===== config.mk =====
export PLATFORM = sky130hd
export DESIGN_NAME = checkpoint_rollback_ctrl
export DESIGN_NICKNAME = d
export VERILOG_FILES = /design/src/rtl/checkpoint_rollback_ctrl.sv
export SDC_FILE = /design/constraint.sdc
export NUM_CORES = 2
export LEC_CHECK = 0
export CAP_MARGIN = 20
export CORE_AREA = 2 2 433 435
export CTS_BUF_LIST = sky130_fd_sc_hd__clkbuf_16
export DETAILED_ROUTE_END_ITERATION = 10
export DIE_AREA = 0 0 435 437
export GPL_ROUTABILITY_DRIVEN = 0
export HOLD_SLACK_MARGIN = 0.05
export PLACE_DENSITY = 0.65
export SETUP_SLACK_MARGIN = 0.02
export SLEW_MARGIN = 20
export SYNTH_ARGS = -nofsm -noshare
export SYNTH_HDL_FRONTEND = slang
export SYNTH_SLANG_ARGS = --single-unit

===== constraint.sdc =====
create_clock -name clk -period 3 [get_ports clk]
set_input_delay 0.6 -clock clk [delete_from_list [all_inputs] [get_ports clk]]
set_output_delay 0.6 -clock clk [all_outputs]
set_load 0.02 [all_outputs]

===== src/rtl/checkpoint_rollback_ctrl.sv =====
// Checkpoint/rollback sequencer: periodically snapshots the register file and PC into a
// double-buffered shadow store, and replays the last committed snapshot on recovery.
module checkpoint_rollback_ctrl #(
    parameter int                NUM_REGS      = 32,
    parameter int                ADDR_W        = 5,
    parameter int                DATA_W        = 32,
    parameter int                CKPT_INTERVAL = 64,
    parameter int                MAX_RETRY     = 3,
    parameter logic [DATA_W-1:0] RESET_PC      = '0
) (
    input  logic              clk,
    input  logic              reset,
    input  logic              freeze_cpu,
    input  logic              recover_cpu,
    input  logic              resume_cpu,
    input  logic              instr_retire,
    input  logic [DATA_W-1:0] pc_in,
    output logic [ADDR_W-1:0] rf_rd_addr,
    input  logic [DATA_W-1:0] rf_rd_data,
    output logic              rf_wr_en,
    output logic [ADDR_W-1:0] rf_wr_addr,
    output logic [DATA_W-1:0] rf_wr_data,
    output logic              cpu_stall,
    output logic [DATA_W-1:0] pc_restore,
    output logic              pc_restore_valid,
    output logic              recovery_done,
    output logic              ckpt_valid,
    output logic              recovery_fail
);

    localparam int IDX_W = $clog2(NUM_REGS + 1);
    localparam int RC_W  = $clog2(CKPT_INTERVAL);
    localparam int RT_W  = $clog2(MAX_RETRY + 1);

    localparam logic [IDX_W-1:0] IDX_LAST = IDX_W'(NUM_REGS - 1);
    localparam logic [IDX_W-1:0] IDX_END  = IDX_W'(NUM_REGS);
    localparam logic [RC_W-1:0]  RC_LAST  = RC_W'(CKPT_INTERVAL - 1);
    localparam logic [RT_W-1:0]  RT_MAX   = RT_W'(MAX_RETRY);

    typedef enum logic [2:0] {IDLE, COPY, RESTORE, DONE, FAIL} state_t;

    state_t            state_q, state_d;
    logic [IDX_W-1:0]  idx_q;
    logic [RC_W-1:0]   rcnt_q;
    logic [RT_W-1:0]   retry_q;
    logic              ckpt_valid_q;
    logic              act_bank_q;
    logic [DATA_W-1:0] pc_restore_q;
    logic              pc_vld_q;

    logic              ckpt_go, rec_go, copy_abort, copy_commit, retry_full, rd_issue;

    logic              rd_vld_p1;
    logic [ADDR_W-1:0] rd_addr_p1;

    logic [DATA_W-1:0] shadow_rf [2][NUM_REGS];
    logic [DATA_W-1:0] shadow_pc [2];

    assign retry_full = (retry_q == RT_MAX);

    always_comb begin
        state_d     = state_q;
        ckpt_go     = 1'b0;
        rec_go      = 1'b0;
        copy_abort  = 1'b0;
        copy_commit = 1'b0;
        case (state_q)
            IDLE: begin
                if (recover_cpu) begin
                    rec_go  = 1'b1;
                    state_d = retry_full ? FAIL : RESTORE;
                end else if (!freeze_cpu && instr_retire && rcnt_q == RC_LAST) begin
                    ckpt_go = 1'b1;
                    state_d = COPY;
                end
            end
            COPY: begin
                // Aborting leaves the active bank alone, so the previous snapshot survives.
                if (recover_cpu) begin
                    copy_abort = 1'b1;
                    rec_go     = 1'b1;
                    state_d    = retry_full ? FAIL : RESTORE;
                end else if (freeze_cpu) begin
                    copy_abort = 1'b1;
                    state_d    = IDLE;
                end else if (idx_q == IDX_END) begin
                    copy_commit = 1'b1;
                    state_d     = IDLE;
                end
            end
            RESTORE: if (idx_q == IDX_LAST) state_d = DONE;
            DONE:    state_d = IDLE;
            FAIL:    state_d = FAIL;
            default: state_d = IDLE;
        endcase
    end

    assign rd_issue = (state_q == COPY) && !copy_abort && (idx_q < IDX_END);

    always_ff @(posedge clk) begin
        if (reset) begin
            state_q      <= IDLE;
            idx_q        <= '0;
            rcnt_q       <= '0;
            retry_q      <= '0;
            ckpt_valid_q <= 1'b0;
            act_bank_q   <= 1'b0;
            pc_restore_q <= RESET_PC;
            pc_vld_q     <= 1'b0;
            rd_vld_p1    <= 1'b0;
        end else begin
            state_q <= state_d;
            if (state_d == state_q && (state_q == COPY || state_q == RESTORE))
                idx_q <= idx_q + 1'b1;
            else
                idx_q <= '0;
            rd_vld_p1 <= rd_issue;

            if (state_q == DONE || ckpt_go)
                rcnt_q <= '0;
            else if (state_q == IDLE && instr_retire && !freeze_cpu && !recover_cpu)
                rcnt_q <= rcnt_q + 1'b1;

            if (copy_commit) begin
                retry_q      <= '0;
                ckpt_valid_q <= 1'b1;
                act_bank_q   <= ~act_bank_q;
            end else if (rec_go && !retry_full) begin
                retry_q <= retry_q + 1'b1;
            end

            if (state_q == RESTORE && state_d == DONE) begin
                pc_restore_q <= ckpt_valid_q ? shadow_pc[act_bank_q] : RESET_PC;
                pc_vld_q     <= 1'b1;
            end else if (resume_cpu) begin
                pc_vld_q <= 1'b0;
            end
        end
    end

    // p1: read data returns one cycle after the address; land it in the inactive bank
    always_ff @(posedge clk) begin
        rd_addr_p1 <= idx_q[ADDR_W-1:0];
        if (ckpt_go)
            shadow_pc[~act_bank_q] <= pc_in;
        if (rd_vld_p1)
            shadow_rf[~act_bank_q][rd_addr_p1] <= rf_rd_data;
    end

    assign cpu_stall        = (state_q == COPY);
    assign rf_rd_addr       = rd_issue ? idx_q[ADDR_W-1:0] : '0;
    assign rf_wr_en         = (state_q == RESTORE);
    assign rf_wr_addr       = rf_wr_en ? idx_q[ADDR_W-1:0] : '0;
    assign rf_wr_data       = (rf_wr_en && ckpt_valid_q) ? shadow_rf[act_bank_q][idx_q[ADDR_W-1:0]] : '0;
    assign pc_restore       = pc_restore_q;
    assign pc_restore_valid = pc_vld_q;
    assign recovery_done    = (state_q == DONE);
    assign ckpt_valid       = ckpt_valid_q;
    assign recovery_fail    = (state_q == FAIL);

endmodule


==> results.md <==
- Data on the critical path is required at its endpoint by 2.40 ns.
- The type of destination of the critical path is an output port.
- Across every metal layer, demand over resource in global routing totals 22.7%.
- The max-slew headroom at the worst pin is 25.7%.
- Yosys mapped a number of flops with a built-in enable equal to 2,112.
- The number of cells on the worst reg-to-reg path is 13.
- The setup TNS is -29.41 ns.
- The synthesized design contains 2,171 register bits.
- Once detailed placement completed, the half-perimeter wirelength came to 123 mm.
- IR analysis of the VDD net gives a maximum drop of 0.643 mV.
- Combinational logic burns 2.5% of the power.
- The flow ran to the end, but the final reports show violations.
- Setup repair after global routing could not meet its margin everywhere.
- Clock tree synthesis found a total of 2,171 sinks.
- The post-CTS clock slew at the launch and capture registers of the worst setup and hold paths is 0.06 ns.
- The number of buffers added by the clock tree synthesis step is 206.
- The worst path uses 135% of the clock period.
- The pin count of the biggest net entering global routing is 65.
- From left edge to right edge, the die measures 435 um.
- The leakage power is 32.0 nW.
- Of the cells placed in the final design, the portion with a size suffix greater than 1 is 36.9%.
- Synthesis produced 3,796 cells.
- The arrival time at the worst endpoint is 3.46 ns.
- In the post-route analysis, the smallest setup slack over all paths is -1.06 ns.
- The startpoint-to-endpoint class of the critical path is reg2out.
- The total overflow reported by the global router is 0.
- The fraction of the mapped netlist area in compound gates is 1.93%.
- After synthesis, the largest family of logic cells by area is multiplexers.
- Once layout is done, the placed cells without fillers occupy 0.101 mm2.
- The chip height is 437 um.
- In this run switching power makes up 20.3% of total power.
- The total number of vias is 42,858.
- The initial cell density of the core is 44.8%.
- The leading cell type in the layout, fill and taps excluded is edfxtp_1.
- The first-pass GRT wire length is 310 mm.
- The transition time at the pin with the least slew margin is 1.11 ns.
- Wires add up to 218 mm.
- The time the final worst path needs with I/O delays and setup is 4.06 ns.
- The clock share of power is 41.7%.
- The average wire length per cell after detail routing is 30.4 um.
- The residual DRC count is 0.
- Of the total synthesized cell area, the portion taken by XOR and XNOR cells is 0.116%.
- The post-route clock skew is 0.0338 ns.
- The count of final hold-check violations is 0.
- The share of the Yosys chip area taken by registers is 77.9%.
- The count of yosys warnings during synthesis is 0.
- The post-synthesis adder-cell area fraction is 0.0604%.
- The floorplan has 158 rows.
- A synthesized cell averages 21.8 um2.
- The root buffer cell chosen for the clock tree is clkbuf_16.
- The top fanout value on the critical path is 6.
- The placed instances occupy a cell area of 0.0915 mm2.
- The number of placed instances, taps included, is 6,650.
- The depth of the worst hold-timing path is 1.
- The number of violations reported at the end of detailed-routing iteration 0 is 5,211.
- The detail route stage leaves a number of antenna-violating nets equal to 0.
- The portion of netlist area occupied by mux cells is 16.0%.
- TritonCTS built the clock tree.
- Power spread over the standard cell area amounts to 590 mW/mm2.
- The critical path launch point type is a register.
- Once layout is complete, the cells apart from fillers number 7,174.
- The analysis attributes to net switching a power of 12.1 mW.
- The floorplan step defined a die boundary enclosing 0.190 mm2.
- The highest achievable clock rate is 246 MHz.
- The overall power after layout is 59.6 mW.
- The number of max-cap violations is 0.
- Relative to the synthesized area, the layout overhead comes to 22.0%.
- In the layout the commonest cells are edfxtp_1, mux4_2, buf_4, clkbuf_16.
- In this run the worst hold path is classified as in2reg.
- The most used flip-flop cell after synthesis is edfxtp_1.
- The portion of total power attributed to sequential cells is 55.8%.
- The checks that failed: setup timing.
- Of the total synthesized cell area, the portion taken by AND, OR, NAND and NOR gates is 2.54%.
- The clock latency of the later-clocked register in the worst-skew pair is 0.86 ns.
- In the routed layout, each cell is associated on average with a via count of 5.97.
- The internal portion of the total power is 47.5 mW.
- The setup-violating endpoint count in the final report is 32.
- The number of buffers inserted by port buffering is 149.
- The via count of the first global-routing pass is 42,497.
- For this run, asynchronously set or reset flops after synthesis account for 0%.
- The clock passes through at most 3 buffers.
- After floorplanning, the core was sized to cover 0.185 mm2.
- The synthesized netlist occupies a cell area of 0.0829 mm2.
- The net count of the mapped netlist is 3,870.
- During I/O placement, the number of pins put on the boundary was 150.
- The number of antenna violations at the first check in global routing came to 10.
- The net count reported at finish is 4,592.
- The maximum level of the CTS H-tree is 4.
- In this run, distinct cell masters in the synthesized netlist total 50.
- The number of max-slew violations in the final report is 0.
- Before CTS, the worst setup slack after placement is -0.967 ns.
- The first-pass iteration count of the detailed router is 6.
[routing by layer]
metal  up-vias  track usage, %  wire [um]  part of all wire [%]
li1      17383               -          -                     -
met1     23064            31.6      87100                    40
met2      2070            37.0     107000                    49
met3       335            3.96      18000                   8.3
met4         6            6.74       6010                   2.8
met5         -               0         35                 0.016
[final timing paths]
path / startpoint / to / slack, ns
max: register / rf_wr_data[13] / -1.06
min: rf_rd_data[25] / shadow_rf[0][601]$_DFFE_PP_ / 0.16
max reg2reg: idx_q[0]$_SDFF_PP0_ / register / 0.16
min reg2reg: pc_restore[10]$_SDFFE_PP0P_ / pc_restore[10]$_SDFFE_PP0P_ / 0.45
[cell families after synthesis]
group                      Yosys count
buffers and inverters              222
muxes                              672
DFF                               2171
AOI/OAI and AO/OA                  247
adders and majority gates            4
and+or+nand+nor                    469
xor gates and xnor gates            11
[repair_timing]
item	4_1_cts	5_1_grt
hold buffers	1	0
buffers inserted	84	50
cloned	14	1
endpoints found under the setup margin	43	40
resized for setup	368	145
hold endpoints to repair	5	0
pin swaps	52	57
[layout make-up]
type	instances	area, um2
Antenna cell	5	12.5
Clock buffer	207	5180
Clock inverter	172	1290
Fill cell	13831	83900
Inverter	6	40.0
Multi-Input combinational cell	1403	18600
Sequential cell	2171	64600
Tap cell	2480	3100
Timing Repair Buffer	730	8240
[registers in the layout (all words and copies together), names as in the netlist, 2 cells and up, named ones only]
signal,flops
pc_restore,32
state_q,3
rcnt_q,6
retry_q,2
idx_q,6
shadow_rf,2048
shadow_pc,64
rd_addr_p1,5
[stage by stage]
step,hold WS (ns),utilization (%)
6_report,0.155,54.6
5_1_grt,0.135,54.6
4_1_cts,0.146,54.1
3_5_place_dp,0.445,49.5
3_3_place_gp,0.438,49.5
2_1_floorplan,0.329,-
[power by group through the flow]
stage                     clock network, mW  logic [mW]  registers (mW)
after global placement                    0        1.34            33.9
after detailed placement                  0        1.38            33.9
after global routing                   26.4        1.60            33.2
after CTS                              25.2        1.47            33.3
after floorplan                           0       0.519            33.9
final                                  24.9        1.50            33.2
[worst max-delay path: stages (launching register included)]
cell and delay, ns:
dfxtp_4 0.41, buf_12 0.13, buf_16 0.13, buf_16 0.13, buf_12 0.12, buf_8 0.10
buf_6 0.09, mux4_2 0.50, nand2_2 0.11, a21oi_4 0.06, nor4_4 0.38, buf_4 0.19
nor2_4 0.07, buf_12 0.15
[cell usage after synthesis, types with 5 or more instances]
master,instances,area [um2]
edfxtp_1,2112,63400
mux4_2,519,11700
nand2_1,170,638
nor2_1,116,435
mux2i_1,115,1150
nand3_1,93,465
buf_2,91,455
a21oi_1,65,325
clkbuf_1,60,225
dfxtp_1,59,1180
o22ai_1,50,313
a22oi_1,41,308
buf_4,39,293
mux2_2,38,428
o21ai_0,28,140
nor3_1,18,90.1
buf_1,15,56.3
nor2b_1,14,87.6
a32oi_1,13,114
and2_1,11,68.8
buf_6,11,124
nand2b_1,11,68.8
nand3b_1,10,75.1
a31oi_1,9,56.3
nor4_1,8,50.1
a311oi_1,7,61.3
a211oi_1,6,45.0
a221oi_1,6,52.6
xor2_1,6,52.6
inv_1,5,18.8
nand4_1,5,31.3
o221ai_1,5,43.8
o41ai_1,5,43.8
xnor2_1,5,43.8
No activity file was read; power rests on OpenSTA's default activity.
